## config.mk

```make
export PLATFORM = sky130hd
export DESIGN_NAME = fm_mod_source_arbiter
export DESIGN_NICKNAME = d
export VERILOG_FILES = /design/src/rtl/fm_arb_pkg.sv /design/src/rtl/fm_src_activity.sv /design/src/rtl/fm_mod_source_arbiter.sv
export SDC_FILE = /design/constraint.sdc
export NUM_CORES = 1
export LEC_CHECK = 0
export CORE_ASPECT_RATIO = 1.4
export CORE_MARGIN = 3
export CORE_UTILIZATION = 45
export CTS_CLUSTER_SIZE = 16
export DETAILED_ROUTE_END_ITERATION = 10
export GPL_TIMING_DRIVEN = 0
export PLACE_DENSITY = 0.65
export SLEW_MARGIN = 5
export SYNTH_ARGS = -nofsm -noshare
export SYNTH_HDL_FRONTEND = slang
export SYNTH_HIERARCHICAL = 1
export SYNTH_SLANG_ARGS = --single-unit
```

## constraint.sdc

```tcl
create_clock -name clk -period 16.62 [get_ports clk]
set_clock_uncertainty 0.1 [all_clocks]
set_input_delay 3.324 -clock clk [delete_from_list [all_inputs] [get_ports clk]]
set_output_delay 3.324 -clock clk [all_outputs]
set_load 0.05 [all_outputs]
```

## src/rtl/fm_arb_pkg.sv

```systemverilog
// Shared constants, FSM state encoding and width helpers for the FM modulation source arbiter.
package fm_arb_pkg;

  typedef logic [1:0] fm_state_t;
  localparam fm_state_t IDLE   = 2'd0;
  localparam fm_state_t SWITCH = 2'd1;
  localparam fm_state_t LOCK   = 2'd2;

  localparam int          N_SRC_DEF     = 4;
  localparam logic [31:0] BASE_INC_DEF  = 32'h4000_0000;
  localparam logic [31:0] DEV_SCALE_DEF = 32'h0000_9A5E;
  localparam logic [31:0] SLEW_STEP_DEF = 32'h0001_0000;

  // Index width that stays legal for a single-source build.
  function automatic int idx_w(input int n);
    return (n > 1) ? $clog2(n) : 1;
  endfunction

  function automatic int cnt_w(input int max_val);
    return $clog2(max_val + 1);
  endfunction

endpackage

```

## src/rtl/fm_src_activity.sv

```systemverilog
// One modulation source: timeout counter that tracks activity plus the latched sample.
module fm_src_activity
  import fm_arb_pkg::*;
#(
  parameter int SAMPLE_W    = 16,
  parameter int TIMEOUT_CYC = 255
) (
  input  logic                       clk,
  input  logic                       rst_n,
  input  logic                       enable,
  input  logic                       valid,
  input  logic                       mask,
  input  logic signed [SAMPLE_W-1:0] src_sample,
  output logic signed [SAMPLE_W-1:0] held_sample,
  output logic                       active
);

  localparam int CW = cnt_w(TIMEOUT_CYC);

  logic [CW-1:0] cnt;

  // Stage p1: sample latch and countdown, visible to the arbiter one cycle after the strobe
  always_ff @(posedge clk or negedge rst_n) begin
    if (!rst_n) begin
      cnt         <= '0;
      held_sample <= '0;
    end else if (!enable || !mask) begin
      cnt <= '0;
    end else if (valid) begin
      cnt         <= CW'(TIMEOUT_CYC);
      held_sample <= src_sample;
    end else if (cnt != '0) begin
      cnt <= cnt - CW'(1);
    end
  end

  assign active = (cnt != '0);

endmodule

```

## src/rtl/fm_mod_source_arbiter.sv

```systemverilog
// N-source FM arbiter: priority select with hold-off, sample-to-increment scaling and switch slew.
// Define FM_ARB_SLEW_EN to glide phase_inc on switches; otherwise increments jump directly.
module fm_mod_source_arbiter
  import fm_arb_pkg::*;
#(
  parameter int               N_SRC       = N_SRC_DEF,
  parameter int               SAMPLE_W    = 16,
  parameter int               ACC_W       = 32,
  parameter int               TIMEOUT_CYC = 255,
  parameter int               HOLD_CYC    = 1024,
  parameter logic [ACC_W-1:0] BASE_INC    = ACC_W'(BASE_INC_DEF),
  parameter logic [ACC_W-1:0] DEV_SCALE   = ACC_W'(DEV_SCALE_DEF),
  parameter logic [ACC_W-1:0] SLEW_STEP   = ACC_W'(SLEW_STEP_DEF),
  localparam int              IDX_W       = idx_w(N_SRC)
) (
  input  logic                      clk,
  input  logic                      rst_n,
  input  logic                      enable,
  input  logic [N_SRC*SAMPLE_W-1:0] src_sample,
  input  logic [N_SRC-1:0]          src_valid,
  input  logic [N_SRC-1:0]          src_mask,
  output logic [ACC_W-1:0]          phase_inc,
  output logic                      phase_inc_valid,
  output logic [IDX_W-1:0]          active_src,
  output logic [N_SRC-1:0]          src_active
);

`ifdef FM_ARB_SLEW_EN
  localparam bit SLEW_ON = 1'b1;
`else
  localparam bit SLEW_ON = 1'b0;
`endif

  localparam int HW = cnt_w(HOLD_CYC);
  localparam int PW = SAMPLE_W + ACC_W + 1;
  localparam logic signed [ACC_W-1:0] STEP_S = SLEW_STEP;

  logic signed [SAMPLE_W-1:0] sample_p1 [N_SRC];
  fm_state_t                  state, state_n;
  logic [IDX_W-1:0]           low_idx, sel_n;
  logic                       any_active;
  logic [HW-1:0]              hold;
  logic [ACC_W-1:0]           tgt_cur, tgt_n, inc_n;

  for (genvar i = 0; i < N_SRC; i++) begin : g_src
    fm_src_activity #(
      .SAMPLE_W   (SAMPLE_W),
      .TIMEOUT_CYC(TIMEOUT_CYC)
    ) u_act (
      .clk        (clk),
      .rst_n      (rst_n),
      .enable     (enable),
      .valid      (src_valid[i]),
      .mask       (src_mask[i]),
      .src_sample (src_sample[i*SAMPLE_W +: SAMPLE_W]),
      .held_sample(sample_p1[i]),
      .active     (src_active[i])
    );
  end

  // Centre increment plus signed deviation; the Q16 product is floored and the sum wraps.
  function automatic logic [ACC_W-1:0] scale_target(input logic signed [SAMPLE_W-1:0] s);
    logic signed [PW-1:0] prod;
    prod = PW'(s) * PW'($signed({1'b0, DEV_SCALE}));
    return BASE_INC + ACC_W'(prod >>> 16);
  endfunction

  // One slew step toward goal along the shorter modular direction; lands on goal when close.
  function automatic logic [ACC_W-1:0] glide(input logic [ACC_W-1:0] cur, input logic [ACC_W-1:0] goal);
    logic signed [ACC_W-1:0] diff;
    diff = $signed(goal - cur);
    if (SLEW_ON && diff > STEP_S)  return cur + SLEW_STEP;
    if (SLEW_ON && diff < -STEP_S) return cur - SLEW_STEP;
    return goal;
  endfunction

  always_comb begin : prio
    any_active = |src_active;
    low_idx    = '0;
    for (int i = N_SRC - 1; i >= 0; i--) begin
      if (src_active[i]) low_idx = IDX_W'(i);
    end
  end

  always_comb begin : fsm_next
    state_n = state;
    sel_n   = active_src;
    tgt_cur = scale_target(sample_p1[active_src]);
    case (state)
      IDLE: begin
        if (any_active) begin
          state_n = SWITCH;
          sel_n   = low_idx;
        end
      end
      SWITCH, LOCK: begin
        if (!src_active[active_src]) begin
          state_n = any_active ? SWITCH : IDLE;
          if (any_active) sel_n = low_idx;
        end else if (state == SWITCH) begin
          if (glide(phase_inc, tgt_cur) == tgt_cur) state_n = LOCK;
        end else if (low_idx < active_src && hold == '0) begin
          state_n = SWITCH;
          sel_n   = low_idx;
        end
      end
      default: state_n = IDLE;
    endcase
    tgt_n = scale_target(sample_p1[sel_n]);
    if (state_n == IDLE)      inc_n = glide(phase_inc, BASE_INC);
    else if (state_n == LOCK) inc_n = tgt_n;
    else                      inc_n = glide(phase_inc, tgt_n);
  end

  // Stage p2: registered increment, selection and hold-off toward the modulator
  always_ff @(posedge clk or negedge rst_n) begin
    if (!rst_n) begin
      state           <= IDLE;
      active_src      <= '0;
      hold            <= '0;
      phase_inc       <= BASE_INC;
      phase_inc_valid <= 1'b0;
    end else if (!enable) begin
      state           <= IDLE;
      phase_inc       <= BASE_INC;
      phase_inc_valid <= 1'b0;
    end else begin
      state           <= state_n;
      active_src      <= sel_n;
      phase_inc       <= inc_n;
      phase_inc_valid <= (state_n != IDLE);
      if (state_n == LOCK && state != LOCK) hold <= HW'(HOLD_CYC);
      else if (hold != '0)                  hold <= hold - HW'(1);
    end
  end

endmodule

```

==> flow_summary.json <==
{
  "first_iter_violations": 312,
  "setup_viol": 0,
  "synthSimpleGateAreaFrac_pct": 9.88,
  "grt_pass1_vias": 8988,
  "postSynth.asyncResetShare_pct": 100,
  "vias_per_cell": 5.28,
  "grt_pass1_wl_um": 45600,
  "die_w_um": 143,
  "synth_compound_area_share_pct": 8.64,
  "fin_crit_sh_pct": 63.9,
  "routed_wl_um": 27800,
  "dr.pass1.iters": 4,
  "avgSynthCellArea_um2": 10.4,
  "post_cts_resize_count": 0,
  "nets": 1570,
  "area_growth_pct": 18.0,
  "clock_latency_ns": 0.43,
  "detail_route.wl_per_cell_um": 17.4,
  "setup_ws_ns": 6.01,
  "nFillCells": 2333,
  "syn_inst": 1139,
  "hold_viol": 0,
  "endpoint_kind": "flop",
  "yosys_register_bits": 130,
  "die_area_um2": 28400,
  "worstPathRequired_ns": 16.84,
  "r2r-end": "phase_inc[29]",
  "grt.total_usage_pct": 20.6,
  "ctsHoldBuffers": 0,
  "max_cap_viol_count": 0,
  "vias": 8455,
  "io_pins": 114,
  "cp_common_cell": "inv_1",
  "ff2ff_setup_slack_ns": 6.01,
  "tritoncts": "yes",
  "max_stage_delay_ns": 0.63,
  "hold_path.startpoint": "g_src[2].u_act/held_sample[3]",
  "layoutNonFillerInstCount": 1602,
  "ant_nets": 0,
  "clock_path_buffers": 2,
  "slew_violations": 0,
  "worstPathArrival_ns": 10.83,
  "tightest_slew_ns": 1.33,
  "core-area_um2": 25700,
  "final_common_cell": "inv_1",
  "holdPathEnd": "g_src[2].u_act/held_sample[3]",
  "drive_above_1_share_pct": 15.1,
  "r2r.worst_path.cells": 38,
  "hold_path_class": "reg -> reg",
  "synth_edf_count": 0,
  "worst-path-buf-inv": 11,
  "r2r_start": "g_src[2].u_act/cnt[0]",
  "diodes": 0,
  "route.detailed.drc": 0,
  "cp-startpoint": "g_src[2].u_act/cnt[0]",
  "critPathSlowestCell": "o21ai_1",
  "clkSlewWorstSetupHoldPaths_ns": 0.06,
  "tns_ns": 0,
  "place_area_um2": 13400,
  "min_period_ns": 10.61,
  "worstSetupPathType": "reg -> reg",
  "slew_headroom_pct": 11.1,
  "place_congestion": 0.860,
  "synth_cell_types": 78,
  "start_kind": "flop",
  "synth_mux_area_share_pct": 11.1,
  "fmaxAchievable_mhz": 94.2,
  "final_cell_area_um2": 14000,
  "grt_setup_unrepaired": "false",
  "synth_top_family_by_area": "adder cells",
  "netlist_area_um2": 11900,
  "layout_common_cells": "inv_1, dfrtp_1, ha_1, clkdlybuf4s50_1, fa_1",
  "overflow": 0,
  "start_util_pct": 46.2,
  "crit_family": "adder cells",
  "synth-xor-area-share_pct": 3.67,
  "clock-sinks": 130,
  "crit_fanout": 10,
  "cts_setup_buffers": 0,
  "die_y_um": 198,
  "ys_warn_count": 6,
  "synth_ff_type": "dfrtp_1",
  "cp.depth": 38,
  "portBuffers": 112,
  "antenna_found_initial": 0,
  "cts_buffers": 17,
  "std_cell_rows": 69,
  "preCtsSetupSlack_ns": 5.98,
  "placed_cells": 1571,
  "status": "finished, final reports clean",
  "cts_max_level": 4,
  "yosysSeqAreaShare_pct": 27.4,
  "grt_max_degree": 69,
  "syn_nets": 1438,
  "dp_hpwl_um": 21600,
  "cts-root-buf": "clkbuf_16",
  "synthAdderAreaFrac_pct": 29.8,
  "min_path_cells": 1
}
[state kept, by name (all words and copies together) (netlist names)]
register                 cells
g_src.u_act/cnt             32
hold                        11
active_src                   2
state                        2
phase_inc_valid              1
phase_inc                   18
g_src.u_act/held_sample     64
[layout make-up]
class / count / area, um^2 / share of cell area (%)
inverters: 220 / 826 / 5.89
well taps: 319 / 399 / 2.85
clock inverters: 11 / 129 / 0.919
clock buffers: 20 / 457 / 3.26
plain buffers: 45 / 304 / 2.17
flip-flops and latches: 130 / 3250 / 23.2
repair buffers: 113 / 1150 / 8.20
multi-input cells: 744 / 7500 / 53.5
[synth_stat cells, drive strengths merged, types with 6 or more instances]
library cell / n / area [um^2]
o2111ai: 10 / 87.6
or4: 6 / 63.8
nand2b: 7 / 43.8
a211oi: 16 / 130
nor3: 15 / 80.1
dfrtp: 129 / 3230
mux2: 71 / 803
o21ai: 24 / 120
nor2: 65 / 292
or3: 6 / 42.5
a21oi: 39 / 195
nand4: 6 / 37.5
nand3: 11 / 55.1
nand2: 28 / 105
fa: 96 / 1920
xnor2: 29 / 254
xor2: 20 / 183
inv: 219 / 822
clkbuf: 11 / 41.3
a21o: 10 / 75.1
or3b: 8 / 70.1
mux2i: 45 / 513
nor4: 23 / 150
buf: 34 / 263
nor3b: 9 / 67.6
ha: 128 / 1600
[layer usage]
metal	wire length, um	share of wire, %	track usage (%)
met5	0	0	0
met4	894	3.2	7.54
met3	1140	4.1	4.01
met2	14000	50	35.4
met1	11800	42	25.6
[per-stage QoR]
stage / utilization [%] / hold slack (ns)
finish: 54.5 / 0.401
global route: 54.5 / 0.411
CTS: 54.5 / 0.405
detailed placement: 52.2 / 0.392
global placement: 52.1 / 0.385
floorplan: - / 0.371
[kinds of logic after synthesis]
group           Yosys count
simple gates            203
flops                   130
mux                     116
fa+ha+maj               226
compound gates          149
buf+inv                 265
xor+xnor                 49
other cells               1
[worst max-delay path by stage]
stage | slack [ns] | endpoint
floorplan | 7.44 | phase_inc[29]
global placement | 6.01 | phase_inc[29]
detailed placement | 5.98 | phase_inc[29]
CTS | 5.92 | phase_inc[29]
global route | 5.26 | phase_inc[29]
finish | 6.01 | phase_inc[29]
Power is left out: the tool's default activity adds up to more than one toggle a clock period on the data nets, which glitch-free logic cannot reach.
